### src/rtl/id_ex_stage_if.sv
// Decode-to-execute handshake bundle for id_ex_stage.
// slave: the pipeline register; master: the surrounding decode/execute logic.
interface id_ex_stage_if #(
   parameter int DW = 32
);
   logic          id_valid;
   logic          id_ready;
   logic [DW-1:0] id_pc;
   logic [DW-1:0] id_rs_data;
   logic [DW-1:0] id_rt_data;
   logic [DW-1:0] id_imm_ext;
   logic          id_imm_sel;
   logic [3:0]    id_aluc;
   logic [4:0]    id_rd;
   logic          ex_valid;
   logic          ex_ready;
   logic [DW-1:0] ex_pc;
   logic [DW-1:0] ex_opa;
   logic [DW-1:0] ex_opb;
   logic [3:0]    ex_aluc;
   logic [4:0]    ex_rd;

   modport slave (
      input  id_valid, id_pc, id_rs_data, id_rt_data, id_imm_ext, id_imm_sel,
             id_aluc, id_rd, ex_ready,
      output id_ready, ex_valid, ex_pc, ex_opa, ex_opb, ex_aluc, ex_rd
   );

   modport master (
      output id_valid, id_pc, id_rs_data, id_rt_data, id_imm_ext, id_imm_sel,
             id_aluc, id_rd, ex_ready,
      input  id_ready, ex_valid, ex_pc, ex_opa, ex_opb, ex_aluc, ex_rd
   );
endinterface

### src/rtl/id_ex_stage.sv
// ID/EX pipeline register with valid/ready handshake, flush and stall counter.
// Define ID_EX_SKID_EN for a two-entry skid buffer with a registered id_ready.
module id_ex_stage #(
   parameter int DW = 32
) (
   input  logic         clk,
   input  logic         rst,
   input  logic         flush,
   id_ex_stage_if.slave bus,
   output logic [15:0]  stall_cnt
);
   typedef struct packed {
      logic [DW-1:0] pc;
      logic [DW-1:0] opa;
      logic [DW-1:0] opb;
      logic [3:0]    aluc;
      logic [4:0]    rd;
   } bundle_t;

   bundle_t     w_in;
   bundle_t     r_main;
   logic        r_main_vld;
   logic        w_take;
   logic        w_give;
   logic [15:0] r_stall_cnt;

   // Operand B is resolved here once; execute never sees id_imm_sel.
   always_comb begin
      w_in      = '0;
      w_in.pc   = bus.id_pc;
      w_in.opa  = bus.id_rs_data;
      w_in.opb  = bus.id_imm_sel ? bus.id_imm_ext : bus.id_rt_data;
      w_in.aluc = bus.id_aluc;
      w_in.rd   = bus.id_rd;
   end

   assign w_take = bus.id_valid & bus.id_ready;
   assign w_give = r_main_vld & bus.ex_ready;

`ifdef ID_EX_SKID_EN
   bundle_t r_skid;
   logic    r_skid_vld;

   // Skid entry has priority: it refills main before any new input is accepted.
   always_ff @(posedge clk or posedge rst) begin
      if (rst) begin
         r_main     <= '0;
         r_main_vld <= 1'b0;
         r_skid     <= '0;
         r_skid_vld <= 1'b0;
      end else if (flush) begin
         r_main_vld <= 1'b0;
         r_skid_vld <= 1'b0;
      end else if (r_skid_vld) begin
         if (w_give) begin
            r_main     <= r_skid;
            r_skid_vld <= 1'b0;
         end
      end else if (w_take) begin
         if (!r_main_vld || w_give) begin
            r_main     <= w_in;
            r_main_vld <= 1'b1;
         end else begin
            r_skid     <= w_in;
            r_skid_vld <= 1'b1;
         end
      end else if (w_give) begin
         r_main_vld <= 1'b0;
      end
   end

   assign bus.id_ready = ~r_skid_vld;
`else
   always_ff @(posedge clk or posedge rst) begin
      if (rst) begin
         r_main     <= '0;
         r_main_vld <= 1'b0;
      end else if (flush) begin
         r_main_vld <= 1'b0;
      end else if (w_take) begin
         r_main     <= w_in;
         r_main_vld <= 1'b1;
      end else if (w_give) begin
         r_main_vld <= 1'b0;
      end
   end

   assign bus.id_ready = ~r_main_vld | bus.ex_ready;
`endif

   always_ff @(posedge clk or posedge rst) begin
      if (rst) begin
         r_stall_cnt <= '0;
      end else if (r_main_vld && !bus.ex_ready && (r_stall_cnt != '1)) begin
         r_stall_cnt <= r_stall_cnt + 16'd1;
      end
   end

   assign bus.ex_valid = r_main_vld;
   assign bus.ex_pc    = r_main.pc;
   assign bus.ex_opa   = r_main.opa;
   assign bus.ex_opb   = r_main.opb;
   assign bus.ex_aluc  = r_main.aluc;
   assign bus.ex_rd    = r_main.rd;
   assign stall_cnt    = r_stall_cnt;
endmodule

### src/flat_wrapper.sv
// flat-port wrapper written by rule: the top's interface ports become plain ports
module id_ex_stage_flat 
#(
   parameter int DW = 32
)
  (clk, rst, flush, stall_cnt, bus_id_valid, bus_id_pc, bus_id_rs_data, bus_id_rt_data, bus_id_imm_ext, bus_id_imm_sel, bus_id_aluc, bus_id_rd, bus_ex_ready, bus_id_ready, bus_ex_valid, bus_ex_pc, bus_ex_opa, bus_ex_opb, bus_ex_aluc, bus_ex_rd);
  id_ex_stage_if #(.DW(DW)) bus_i ();
  input  logic clk;
  input  logic rst;
  input  logic flush;
  output logic [15:0] stall_cnt;
  input wire logic [$bits(bus_i.id_valid)-1:0] bus_id_valid;
  input wire logic [$bits(bus_i.id_pc)-1:0] bus_id_pc;
  input wire logic [$bits(bus_i.id_rs_data)-1:0] bus_id_rs_data;
  input wire logic [$bits(bus_i.id_rt_data)-1:0] bus_id_rt_data;
  input wire logic [$bits(bus_i.id_imm_ext)-1:0] bus_id_imm_ext;
  input wire logic [$bits(bus_i.id_imm_sel)-1:0] bus_id_imm_sel;
  input wire logic [$bits(bus_i.id_aluc)-1:0] bus_id_aluc;
  input wire logic [$bits(bus_i.id_rd)-1:0] bus_id_rd;
  input wire logic [$bits(bus_i.ex_ready)-1:0] bus_ex_ready;
  output wire logic [$bits(bus_i.id_ready)-1:0] bus_id_ready;
  output wire logic [$bits(bus_i.ex_valid)-1:0] bus_ex_valid;
  output wire logic [$bits(bus_i.ex_pc)-1:0] bus_ex_pc;
  output wire logic [$bits(bus_i.ex_opa)-1:0] bus_ex_opa;
  output wire logic [$bits(bus_i.ex_opb)-1:0] bus_ex_opb;
  output wire logic [$bits(bus_i.ex_aluc)-1:0] bus_ex_aluc;
  output wire logic [$bits(bus_i.ex_rd)-1:0] bus_ex_rd;
  assign bus_i.id_valid = bus_id_valid;
  assign bus_i.id_pc = bus_id_pc;
  assign bus_i.id_rs_data = bus_id_rs_data;
  assign bus_i.id_rt_data = bus_id_rt_data;
  assign bus_i.id_imm_ext = bus_id_imm_ext;
  assign bus_i.id_imm_sel = bus_id_imm_sel;
  assign bus_i.id_aluc = bus_id_aluc;
  assign bus_i.id_rd = bus_id_rd;
  assign bus_i.ex_ready = bus_ex_ready;
  assign bus_id_ready = bus_i.id_ready;
  assign bus_ex_valid = bus_i.ex_valid;
  assign bus_ex_pc = bus_i.ex_pc;
  assign bus_ex_opa = bus_i.ex_opa;
  assign bus_ex_opb = bus_i.ex_opb;
  assign bus_ex_aluc = bus_i.ex_aluc;
  assign bus_ex_rd = bus_i.ex_rd;
  id_ex_stage #(.DW(DW)) u_core (.clk(clk), .rst(rst), .flush(flush), .bus(bus_i), .stall_cnt(stall_cnt));
endmodule
### config.mk
export PLATFORM = sky130hd
export DESIGN_NAME = id_ex_stage_flat
export DESIGN_NICKNAME = d
export VERILOG_FILES = /design/src/rtl/id_ex_stage_if.sv /design/src/rtl/id_ex_stage.sv /design/src/flat_wrapper.sv
export SDC_FILE = /design/constraint.sdc
export NUM_CORES = 1
export LEC_CHECK = 0
export ABC_AREA = 1
export ABC_CLOCK_PERIOD_IN_PS = 4480
export CAP_MARGIN = 10
export CORE_ASPECT_RATIO = 1.1
export CORE_MARGIN = 3
export CORE_UTILIZATION = 37
export CTS_CLUSTER_DIAMETER = 120
export DETAILED_ROUTE_END_ITERATION = 10
export PLACE_DENSITY_LB_ADDON = 0.15
export SLEW_MARGIN = 20
export SYNTH_ARGS = -nofsm -noshare
export SYNTH_HDL_FRONTEND = slang
export SYNTH_SLANG_ARGS = --single-unit
### constraint.sdc
create_clock -name clk -period 4.48 [get_ports clk]
set_input_delay 1.12 -clock clk [delete_from_list [all_inputs] [get_ports clk]]
set_output_delay 1.12 -clock clk [all_outputs]
set_load 0.02 [all_outputs]
==> impl_summary.md <==
Outcome
The run finished with clean final reports.

Timing
The achievable frequency is 288 MHz. In the final timing run, aggregate negative setup slack is 0 ns. The number of slew-limit violations in the final report is 0. Setup repair after global routing left no endpoint under its margin. On the final layout, the worst hold slack is roughly 0.47 ns. The actual transition at the worst max-transition pin is around 0.94 ns.

The routed design could run at a clock period as short as 3.48 ns. In this run the tightest slew margin relative to its limit is 0.376. The final hold violation count is 0. Of the available clock period, the critical path in the final layout requires 0.776. Setup violations remaining at the end of the flow were counted as 0. Clock skew on the completed layout was measured at 0.00508 ns.

CTS
The number of CTS-inserted buffers is 17. The clock reaches the later pin of the worst-skew pair after 0.40 ns. TritonCTS built the clock tree. After clock tree synthesis, the setup repair step added 0 buffers.

The clock-pin slew of the registers on the worst-case setup and hold paths is roughly 0.05 ns. The post-cts resize count is 0. The H-tree depth reported by CTS is 4. The tree is rooted in a sky130_fd_sc_hd__clkbuf_16. The TritonCTS sink count is 122.

The number of hold buffers added after CTS is 0. The maximum clock path buffer count is 2.

Die
The die width is roughly 120 µm. The die extent in y is about 130 µm. The area enclosed by the die boundary is ~16000 µm².

The I/O pin count is 266. The core outline area is 14000 µm². The initialized floorplan defines 45 standard-cell rows. The initial utilization of the core area, before any placement, comes to 0.384.

GRT
For this run the aggregate overflow at the end of global routing stands at 0. The maximum number of pins on one net before global-route repair is 74. For met1 alone, demand over resource in global routing was 0.229. The number of global-route vias before repair is 4862. The initial antenna violation count is 0. The global-route wire length before repair is 25.0 mm. The met2 layer usage reported by global route is 0.327. The global-route total usage across every layer is 0.196.

The layer with the highest usage is met2. For met3 alone, demand over resource in global routing was 0.0817.

Setup path
STA classifies the critical path startpoint as an input port. The maximum net fanout on the critical path is 7. The critical path is of the input port to output pin type.

The kind of capture point of the worst setup path is an output pin. At the worst endpoint, the required time is 3.36 ns. The data arrival at the endpoint of the critical path is 2.36 ns.

Synth
The number of flops mapped to enable cells by yosys is 0. The number of nets handed over by synthesis was 814. In this run, distinct cell masters in the synthesized netlist total 24.

The mean instance size in the synthesized netlist is around 8.0 µm². Summed over all instances, the cell type with the most area after synthesis is sky130_fd_sc_hd__dfrtp_1. The most used flip-flop cell after synthesis is sky130_fd_sc_hd__dfrtp_1. After synthesis the cells add up to 5390 µm².

Sorting the synthesized cells by area gives the leading types as sky130_fd_sc_hd__dfrtp_1 57%, sky130_fd_sc_hd__nand2_1 25%, sky130_fd_sc_hd__o21ai_0 5.8%, sky130_fd_sc_hd__inv_1 3.1%, sky130_fd_sc_hd__buf_2 1.5%. The share of synthesized area in the top cell type comes to 0.567. After synthesis, the most frequently instantiated cells are 357 x sky130_fd_sc_hd__nand2_1, 122 x sky130_fd_sc_hd__dfrtp_1, 62 x sky130_fd_sc_hd__o21ai_0.

The number of cells produced by synthesis is 670. The number of synthesis warnings is 0. After synthesis, the share of flip-flops with an asynchronous set or reset is 1.00.

Of the synthesized area, sequential elements account for 0.567. In this run, synthesis produced a sequential element count of around 120. By instance count, the leading cell after synthesis is sky130_fd_sc_hd__nand2_1.

Power
The leakage power of the design is 4.21 nW. Power spread over the standard cell area amounts to 428 nW/µm². The worst ir drop on vdd is 245 µV.

Finish
Measured on the finished design, the core utilization comes to 0.628. The repair_antennas step left the layout with diodes totalling 0. Compared with the post-synthesis result, the final layout area differs by 63.4%. The final instance area is 8800 µm².

For this run, the post-layout net count is 1072. After filler insertion, the fill cell instance count of the layout stands at ~1200. In the final layout, the share of cells above drive strength 1 is 0.0563. Summing all multi-input logic gate instances after layout gives about 2000 µm². The post-route non-filler standard cell count is 1129. The area taken by flip-flops and latches is 3050 µm².

Drt
The number of violations reported at the end of detailed-routing iteration 0 is between 150 and 200. The average routed wire per standard cell is 13.8 µm. Detailed routing inserted a total of about 5000 vias. The number of vias per cell after detailed routing is roughly 4.4.

The detail route stage leaves a number of antenna-violating nets equal to 0. The number of design rule violations left after detail routing is 0. The routed design has between 15 and 20 mm of wire. The first detailed-routing pass ran for 4 iterations.

Placement
The placed instances occupy a cell area of a little over 8000 µm². After detailed placement, the design holds a cell count of 1097. The detailed placement HPWL is 11.2 mm.

The count of port buffers added during placement is 265. The last weighted congestion value of the routability-driven placer is 0.864.

Flow run
The number of violations of the max-capacitance limit is 0.

Min path
The worst min-delay path class is flop to flop.
-- worst paths after layout --
| kind | from | to | slack, ns | cells past startpoint |
|---|---|---|---|---|
| setup / recovery | bus_ex_ready | bus_id_ready | 1.00 | 4 |
| hold / removal | u_core.bus.ex_pc[9] | u_core.bus.ex_pc[9] | 0.47 | 2 |
| setup reg to reg | u_core.bus.ex_valid | u_core.bus.ex_pc[1] | 2.68 | 5 |
| hold reg to reg | u_core.bus.ex_pc[9] | u_core.bus.ex_pc[9] | 0.47 | 2 |
| max in group asynchronous | rst | u_core.bus.ex_pc[1] | 2.46 | 3 |
| min in group asynchronous | rst | u_core.bus.ex_rd[2] | 1.21 | 2 |
-- layout make-up --
| cell class | instances | area share |
|---|---|---|
| tap | 188 | 0.0267 |
| clock buffer | 22 | 0.0550 |
| inverter | 45 | 0.0198 |
| timing repair buffer | 268 | 0.305 |
| multi-input combinational | 474 | 0.228 |
| clock inverter | 10 | 0.0186 |
| sequential | 122 | 0.347 |
-- layer usage --
layer,vias to the layer above,part of all wire
li1,2575,-
met1,2215,0.41
met3,18,0.098
met4,0,0.011
met2,183,0.48
met5,-,0
-- critical path: stages --
cell                              delay (ns)
sky130_fd_sc_hd__clkdlybuf4s50_1        0.46
sky130_fd_sc_hd__inv_1                  0.06
sky130_fd_sc_hd__nand2_4                0.10
sky130_fd_sc_hd__clkdlybuf4s50_1        0.61
-- power by group --
group | leakage, nW | internal, W | switching (W)
sequential | 1.53 | 0.00126 | 0.000103
combinational | 2.37 | 0.000460 | 0.000466
clock | 0.305 | 0.000991 | 0.000487
total | 4.21 | 0.00271 | 0.00106
-- per-stage QoR --
step | total power, W | setup WS, ns
floorplan | 0.00179 | 0.117
global placement | 0.00231 | 1.01
detailed placement | 0.00232 | 0.992
CTS | 0.00382 | 0.995
global route | 0.00395 | 0.948
finish | 0.00377 | 1.00
-- registers in the layout (all words and copies together) (netlist names) --
| name | flops |
|---|---|
| u_core.bus.ex_pc | 32 |
| u_core.bus.ex_valid | 1 |
| u_core.bus.ex_rd | 5 |
| u_core.bus.ex_opb | 32 |
| u_core.stall_cnt | 16 |
| u_core.bus.ex_opa | 32 |
| u_core.bus.ex_aluc | 4 |
-- cells by family (layout without fill, tap and decap cells) --
logic type,Yosys count,count (layout),share of synthesized area
XOR/XNOR,4,4,0.00651
AO/OA/AOI/OAI,66,66,0.0613
adder cells (fa/ha/maj),1,1,0.00232
flip-flops,122,122,0.567
AND/OR/NAND/NOR,403,403,0.301
buffers and inverters,74,345,0.0620
-- cell usage in the layout, fill, tap and decap left out, drive strengths merged --
cell type | synthesis | final
nand2 | 362 | 362
dfrtp | 122 | 122
ha | 1 | 1
o21ai | 65 | 65
nand3 | 8 | 8
clkbuf | 5 | 22
xor2 | 2 | 2
nand3b | 5 | 5
inv | 45 | 45
clkinv | 0 | 2
xnor2 | 2 | 2
a21oi | 1 | 1
bufinv | 0 | 4
nor2 | 24 | 24
buf | 24 | 4
clkinvlp | 0 | 4
nand4 | 4 | 4
clkdlybuf4s50 | 0 | 264
No activity file was read; power rests on OpenSTA's default activity.
